<file path="src/rtl/fast_counter_pkg.sv">
// Shared definitions for the sliced down-counter: mode encodings and the slice-count helper.
package fast_counter_pkg;

    localparam logic MODE_AUTORELOAD = 1'b0;
    localparam logic MODE_ONESHOT    = 1'b1;

    function automatic int calc_nstages(input int nbits, input int nbits_stage);
        return (nbits + nbits_stage - 1) / nbits_stage;
    endfunction

endpackage

</file>
<file path="src/rtl/fast_counter_stage.sv">
// One slice of the down-counter: holds its part of q and of the reload value,
// plus a registered flag telling whether the slice is currently zero.
module fast_counter_stage #(
    parameter int W = 4
) (
    input  logic         clk,
    input  logic         rst_n,
    input  logic         load,
    input  logic         reload,
    input  logic         dec,
    input  logic [W-1:0] load_val,
    output logic [W-1:0] q,
    output logic         zero,
    output logic         zero_nxt
);

    logic [W-1:0] r_p1;
    logic [W-1:0] q_nxt;

    // A decrementing slice sitting at zero wraps to all ones, which is the borrow
    // into the slice above; the top only enables it when the lower slices are all zero.
    always_comb begin
        q_nxt = q;
        if (load)
            q_nxt = load_val;
        else if (reload)
            q_nxt = r_p1;
        else if (dec)
            q_nxt = q - W'(1);
    end

    assign zero_nxt = (q_nxt == '0);

    // Stage boundary: slice value, reload value and zero flag
    always_ff @(posedge clk) begin
        if (!rst_n) begin
            q    <= '0;
            r_p1 <= '0;
            zero <= 1'b1;
        end else begin
            q    <= q_nxt;
            zero <= zero_nxt;
            if (load)
                r_p1 <= load_val;
        end
    end

endmodule

</file>
<file path="src/rtl/fast_counter.sv">
// Pipelined down-counter built from NBITS_STAGE-bit slices (auto-reload or one-shot).
// Define FAST_COUNTER_CARRY_REG_EN to register o_carry (one cycle later, glitch-free).
module fast_counter
    import fast_counter_pkg::*;
#(
    parameter int NBITS       = 16,
    parameter int NBITS_STAGE = 4
) (
    input  logic             i_clk,
    input  logic             i_rst_n,
    input  logic             i_mode,
    input  logic             i_en,
    input  logic             i_load,
    input  logic [NBITS-1:0] i_load_q,
    output logic             o_zero,
    output logic             o_nzero,
    output logic             o_carry,
    output logic             o_zpulse,
    output logic [NBITS-1:0] o_q
);

    localparam int NSTAGES = calc_nstages(NBITS, NBITS_STAGE);

    logic [NSTAGES-1:0] zflag;
    logic [NSTAGES-1:0] zflag_nxt;
    logic [NSTAGES-1:0] lower_zero;
    logic [NSTAGES-1:0] dec;
    logic               q_zero;
    logic               counting;
    logic               reload_all;
    logic               carry_nxt;
    logic               zpulse_p1;

    assign q_zero     = &zflag;
    assign counting   = i_en & ~i_load;
    assign reload_all = counting & q_zero & (i_mode == MODE_AUTORELOAD);
    assign carry_nxt  = counting & q_zero;

    // Borrow is taken from the registered slice flags, so no carry chain spans slices.
    always_comb begin
        lower_zero    = '0;
        lower_zero[0] = 1'b1;
        for (int k = 1; k < NSTAGES; k++)
            lower_zero[k] = lower_zero[k-1] & zflag[k-1];
    end

    assign dec = {NSTAGES{counting & ~q_zero}} & lower_zero;

    for (genvar k = 0; k < NSTAGES; k++) begin : g_stage
        localparam int LO = k * NBITS_STAGE;
        localparam int W  = (k == NSTAGES - 1) ? (NBITS - LO) : NBITS_STAGE;

        fast_counter_stage #(
            .W(W)
        ) u_stage (
            .clk      (i_clk),
            .rst_n    (i_rst_n),
            .load     (i_load),
            .reload   (reload_all),
            .dec      (dec[k]),
            .load_val (i_load_q[LO +: W]),
            .q        (o_q[LO +: W]),
            .zero     (zflag[k]),
            .zero_nxt (zflag_nxt[k])
        );
    end

    // Stage boundary: zero pulse, raised only by a counted 1 -> 0 step
    always_ff @(posedge i_clk) begin
        if (!i_rst_n)
            zpulse_p1 <= 1'b0;
        else
            zpulse_p1 <= counting & ~q_zero & (&zflag_nxt);
    end

`ifdef FAST_COUNTER_CARRY_REG_EN
    logic carry_p1;

    // Stage boundary: terminal-count strobe, delayed one cycle
    always_ff @(posedge i_clk) begin
        if (!i_rst_n)
            carry_p1 <= 1'b0;
        else
            carry_p1 <= carry_nxt;
    end

    assign o_carry = carry_p1;
`else
    assign o_carry = carry_nxt;
`endif

    assign o_zero   = q_zero;
    assign o_nzero  = ~q_zero;
    assign o_zpulse = zpulse_p1;

endmodule

</file>
<file path="config.mk">
export PLATFORM = sky130hd
export DESIGN_NAME = fast_counter
export DESIGN_NICKNAME = d
export VERILOG_FILES = /design/src/rtl/fast_counter_pkg.sv /design/src/rtl/fast_counter_stage.sv /design/src/rtl/fast_counter.sv
export SDC_FILE = /design/constraint.sdc
export NUM_CORES = 1
export LEC_CHECK = 0
export CELL_PAD_IN_SITES_DETAIL_PLACEMENT = 0
export CELL_PAD_IN_SITES_GLOBAL_PLACEMENT = 1
export CORE_MARGIN = 2
export CORE_UTILIZATION = 34
export DETAILED_ROUTE_END_ITERATION = 8
export PLACE_DENSITY = 0.86
export SYNTH_ARGS = -nofsm -noshare
export SYNTH_HDL_FRONTEND = slang
export SYNTH_SLANG_ARGS = --single-unit
</file>
<file path="constraint.sdc">
create_clock -name i_clk -period 2.58 [get_ports i_clk]
set_clock_uncertainty 0.15 [all_clocks]
set_input_delay 0.774 -clock i_clk [delete_from_list [all_inputs] [get_ports i_clk]]
set_output_delay 0.774 -clock i_clk [all_outputs]
set_load 0.03 [all_outputs]
</file>
After elaboration in Yosys (flattened, before gate mapping)
Cells that the tools add are included.
{"block": "totals", "ff_bits": 37, "in_bits": 21, "wordCells": 46, "out_inout_bits": 20}
{"block": "classes", "add_sub_neg": 4, "bitwise": 11, "reduce_logical": 6, "mux": 12}
{"op": "two-way mux 4 bit", "n": 12}
{"op": "logical NOT 4 bit", "n": 4}
{"op": "subtractor 4 x 1 -> 4 bit (second input constant)", "n": 4}
{"op": "AND reduction 4 bit", "n": 2}
{"op": "bitwise AND 1 bit", "n": 7}
{"op": "bitwise AND 4 bit", "n": 1}
{"op": "NOT 1 bit", "n": 3}

Longest topological paths before layout
{"block": "logic_depth", "ltp_word": 10, "ltp_mapped": 11, "mapped_depth_nobuf": 8}

Hierarchy
A second synthesis with hierarchy kept.
{"block": "unflattened", "cells_unflattened": 211, "area_unflattened_um2": 1946.9}
{"module": "fast_counter_stage", "n_inst": 4, "seq_area_each_um2": 180.2, "cells_each": 49, "area_each_um2": 454.2}
{"module": "fast_counter", "n_inst": 1, "seq_area_each_um2": 20.0, "cells_each": 15, "area_each_um2": 130.1}

Worst setup path before layout
No wires, ideal clock.
{"block": "synth_timing", "path_kind": "input -> register", "start": "input port i_load", "end": "register zpulse_p1 (netlist: o_zpulse)", "required_time_ns": 2.342, "path_stages": 9, "setup_slack_ns": -0.234, "arrival_ns": 2.576, "path_cell_list": "buf_2 nand2b_1 clkbuf_1 nor3_1 clkbuf_1 nor3_1 o31ai_1 or4b_1 nor4_2"}
{"block": "synth_between", "elab_chain_cells": 10, "word_cells_on_any_way": 24, "cone_classes": "mux: 12; bitwise: 7; reduce/logical: 5"}
{"element": "start: declaration", "line": "fast_counter.sv:13", "source": "input logic i_load,"}
{"element": "NOT 1 bit", "line": "fast_counter.sv:35", "source": "assign counting = i_en & ~i_load;"}
{"element": "bitwise AND 1 bit", "line": "fast_counter.sv:35"}
{"element": "bitwise AND 1 bit", "line": "fast_counter.sv:47, fast_counter.sv:73"}
{"element": "bitwise AND 4 bit", "line": "fast_counter.sv:47", "source": "assign dec = {NSTAGES{counting & ~q_zero}} & lower_zero;"}
{"element": "two-way mux 4 bit", "line": "fast_counter_stage.sv:28", "source": "else if (dec)"}
{"element": "two-way mux 4 bit", "line": "fast_counter_stage.sv:26", "source": "else if (reload)"}
{"element": "two-way mux 4 bit", "line": "fast_counter_stage.sv:24", "source": "if (load)"}
{"element": "logical NOT 4 bit", "line": "fast_counter_stage.sv:32", "source": "assign zero_nxt = (q_nxt == '0);"}
{"element": "AND reduction 4 bit", "line": "fast_counter.sv:73", "source": "zpulse_p1 <= counting & ~q_zero & (&zflag_nxt);"}
{"element": "bitwise AND 1 bit (*)", "line": "fast_counter.sv:73"}
{"element": "end signal: assignment", "line": "fast_counter.sv:73"}
{"element": "end: declaration", "line": "fast_counter.sv:32", "source": "logic zpulse_p1;"}
Every way passes the cells marked *; elsewhere a longest branch is shown, timed or not.
A chain may end at the register's enable or synchronous reset.

Worst setup path in the final report
{"block": "layout_timing", "start": "input port i_mode", "end": "register zpulse_p1 (netlist: o_zpulse)"}
{"block": "layout_between", "elab_chain_cells": 7, "word_cells_on_any_way": 16, "cone_classes": "mux: 8; bitwise: 3; reduce/logical: 5"}
{"element": "start: declaration", "line": "fast_counter.sv:11", "source": "input logic i_mode,"}
{"element": "NOT 1 bit (*)", "line": "fast_counter.sv:36", "source": "assign reload_all = counting & q_zero & (i_mode == MODE_AUTORELOAD);"}
{"element": "bitwise AND 1 bit (*)", "line": "fast_counter.sv:36"}
{"element": "two-way mux 4 bit", "line": "fast_counter_stage.sv:26"}
{"element": "two-way mux 4 bit", "line": "fast_counter_stage.sv:24"}
{"element": "logical NOT 4 bit", "line": "fast_counter_stage.sv:32"}
{"element": "AND reduction 4 bit (*)", "line": "fast_counter.sv:73"}
{"element": "bitwise AND 1 bit (*)", "line": "fast_counter.sv:73"}
Marked as above.

==> flow_summary.json <==
{
  "power_mw": 1.58,
  "antenna_found_initial": 0,
  "r2r_end": "o_zpulse$_SDFF_PN0_",
  "r2r_setup_slack_ns": 0.16,
  "grt_pass1_wl_um": 8030,
  "fillers": 555,
  "initial_core_util_pct": 35.6,
  "grt_max_degree": 33,
  "dpl.cell_count": 365,
  "clockBufferDepth": 2,
  "yosys.area.top_type": "dfxtp_1",
  "yosysSeqAreaShare_pct": 37.3,
  "grt_usage_pct": 15.9,
  "arrival_ns": 2.55,
  "final_cell_mix": "dfxtp_1, clkdlybuf4s50_1, buf_4",
  "dp_worst_setup_slack_ns": -0.639,
  "synth_top_flop_cell": "dfxtp_1",
  "gp_congestion": 0.825,
  "p_sw_mw": 0.416,
  "setup.worst_path.start_class": "input pin",
  "leakagePower_nw": 1.11,
  "period_share_pct": 96.6,
  "grt_pass1_vias": 1819,
  "crit_type": "in2reg",
  "nets": 326,
  "endpoint": "o_zpulse$_SDFF_PN0_",
  "status": "finished, final reports clean",
  "grt_setup_unrepaired": "false",
  "critPathLaunch": "i_mode",
  "die_x_um": 80.4,
  "ys_top_cells_by_area": "dfxtp_1, a21boi_0, nand2b_1",
  "drv_slew": 0,
  "synth_edf_count": 0,
  "synth_area_um2": 1990,
  "ys_async_sr_fraction_pct": 0,
  "drive_gt1_share_pct": 17.2,
  "antenna-diode-count": 0,
  "drt_iter0_markers": 104,
  "core_area_um2": 5570,
  "hold_viol_final": 0,
  "io_buffers": 40,
  "path_clk_slew_ns": 0.07,
  "clock_latency_ns": 0.29,
  "syn_nets": 271,
  "ir_drop_uv": 221,
  "cts-root-buf": "clkbuf_8",
  "final_cells": 374,
  "syn_inst": 246,
  "relSlewSlack_pct": 78.7,
  "ys_types": 44,
  "h-tree-depth": 2,
  "die_h_um": 80.4,
  "seqPwrFrac_pct": 40.1,
  "cts_tree": "done",
  "dpl_cell_area_um2": 2610,
  "dpl.hpwl_um": 3590,
  "drc": 0,
  "tightest_slew_ns": 0.319,
  "yosysTopAreaCellShare_pct": 37.3,
  "syn_to_final_growth_pct": 39.5,
  "num_rows": 27,
  "syn_avg_cell_area_um2": 8.07,
  "p_int_mw": 1.16,
  "power_frac_clock_pct": 37.8,
  "cts.hold.buffers_added": 0,
  "holdCritPathClass": "reg2reg",
  "first_pass_iters": 4,
  "grt_remaining_overflow": 0,
  "vias_per_cell": 5.03,
  "final-setup-viol-count": 0,
  "cp-end-kind": "register",
  "cts.sinks": 37,
  "setup_ws_ns": 0.0877,
  "finalCriticalPeriod_ns": 2.49,
  "rr_worst_depth": 8,
  "stdcell_area_um2": 2770,
  "cap_violations": 0,
  "swShare_pct": 26.4,
  "max_freq_ghz": 0.401,
  "crit_fanout": 10,
  "final_common_cell": "dfxtp_1",
  "fp.dieArea_um2": 6470,
  "drt-wirelength-per-cell_um": 12.8,
  "ios": 41,
  "powerDensity_nw_per_um2": 570,
  "routed_wl_um": 4800,
  "worstReg2RegStart": "g_stage[1].u_stage.zero$_SDFF_PN1_",
  "yosysWarnings": 0,
  "utilization_pct": 49.7,
  "numCtsBuffers": 5,
  "via_count": 1880,
  "antenna_left": 0,
  "p_comb_share_pct": 22.0,
  "required_ns": 2.64,
  "ys_seq_elements": 37
}
## layer usage
layer	share of wire, %	GRT usage [%]	wire, um
met5	0	0	0
met4	1.1	4.92	55
met3	5.5	4.38	264
met2	45	25.5	2170
met1	48	20.6	2310
## state kept, by name, indices dropped and copies added, names as in the netlist
signal and count:
g_stage.u_stage.q 16, o_zpulse 1, g_stage.u_stage.zero 4, g_stage.u_stage.r_p1 16
## stage by stage
step                hold slack, ns  setup TNS (ns)
detailed placement           0.319           -4.29
floorplan                    0.305         -0.0864
finish                       0.332               0
global placement             0.316           -3.72
CTS                          0.332         -0.0626
global route                 0.355               0
## synth_stat cells, types with 2 or more instances
cell	n
dfxtp_1	37
nand2_1	23
nand2b_1	16
nor2_1	16
a21boi_0	15
clkbuf_1	12
inv_1	12
nor3_1	10
and2_1	9
a21oi_1	8
nor2b_1	8
o21ai_0	7
o31ai_1	7
nand4_1	6
a31oi_1	5
o31a_1	5
ha_1	4
nand3_1	4
o21ai_1	4
or3_1	4
a21boi_1	3
and4_1	3
buf_2	3
and4b_1	2
buf_6	2
nand4b_1	2
o311a_1	2
## area by class of cell
| cell class | count | area, um2 | share of cell area [%] |
|---|---|---|---|
| sequential | 37 | 741 | 26.7 |
| timing repair buffer | 67 | 619 | 22.4 |
| inverter | 13 | 48.8 | 1.76 |
| multi-input combinational | 177 | 1140 | 41.1 |
| clock buffer | 5 | 68.8 | 2.48 |
| tap | 72 | 90.1 | 3.25 |
| clock inverter | 3 | 65.1 | 2.35 |
## power groups by stage
stage                     registers [mW]  clock network [mW]  logic [mW]
after floorplan                    0.677                   0       0.174
after global placement             0.646                   0       0.344
after detailed placement           0.647                   0       0.347
after CTS                          0.633               0.606       0.347
after global routing               0.639               0.636       0.383
final                              0.634               0.597       0.348
## worst min path at each step
stage / start / end / depth (start not counted)
finish: g_stage[1].u_stage.r_p1[0]$_SDFFE_PN0P_ / g_stage[1].u_stage.r_p1[0]$_SDFFE_PN0P_ / 2
CTS: g_stage[2].u_stage.r_p1[0]$_SDFFE_PN0P_ / g_stage[2].u_stage.r_p1[0]$_SDFFE_PN0P_ / 2
global placement: g_stage[0].u_stage.r_p1[2]$_SDFFE_PN0P_ / g_stage[0].u_stage.r_p1[2]$_SDFFE_PN0P_ / 2
floorplan: g_stage[0].u_stage.r_p1[3]$_SDFFE_PN0P_ / g_stage[0].u_stage.r_p1[3]$_SDFFE_PN0P_ / 2
detailed placement: g_stage[2].u_stage.r_p1[0]$_SDFFE_PN0P_ / g_stage[2].u_stage.r_p1[0]$_SDFFE_PN0P_ / 2
global route: g_stage[2].u_stage.r_p1[2]$_SDFFE_PN0P_ / g_stage[2].u_stage.r_p1[2]$_SDFFE_PN0P_ / 2
## kinds of logic (layout without fill, tap and decap cells)
| logic type | after synthesis | in the layout | synth area share [%] |
|---|---|---|---|
| flops | 37 | 37 | 37.3 |
| buf+inv | 32 | 88 | 7.18 |
| mux | 1 | 1 | 0.504 |
| compound gates | 60 | 60 | 20.8 |
| xor+xnor | 2 | 2 | 0.882 |
| fa+ha+maj | 4 | 4 | 2.52 |
| simple gates | 110 | 110 | 30.8 |
## critical path, stage by stage
cell,delay [ns]
dlygate4sd2_1,0.26
or3_4,0.40
buf_6,0.15
nor2_1,0.09
o31a_1,0.17
or4b_4,0.49
nor4_2,0.21
## repair_timing
action                     4_1_cts  5_1_grt
resized for setup                9        9
setup endpoints to repair        7        4
buffers inserted                 0        1
pin swaps                        2        3
(Power assumes the default switching activity.)
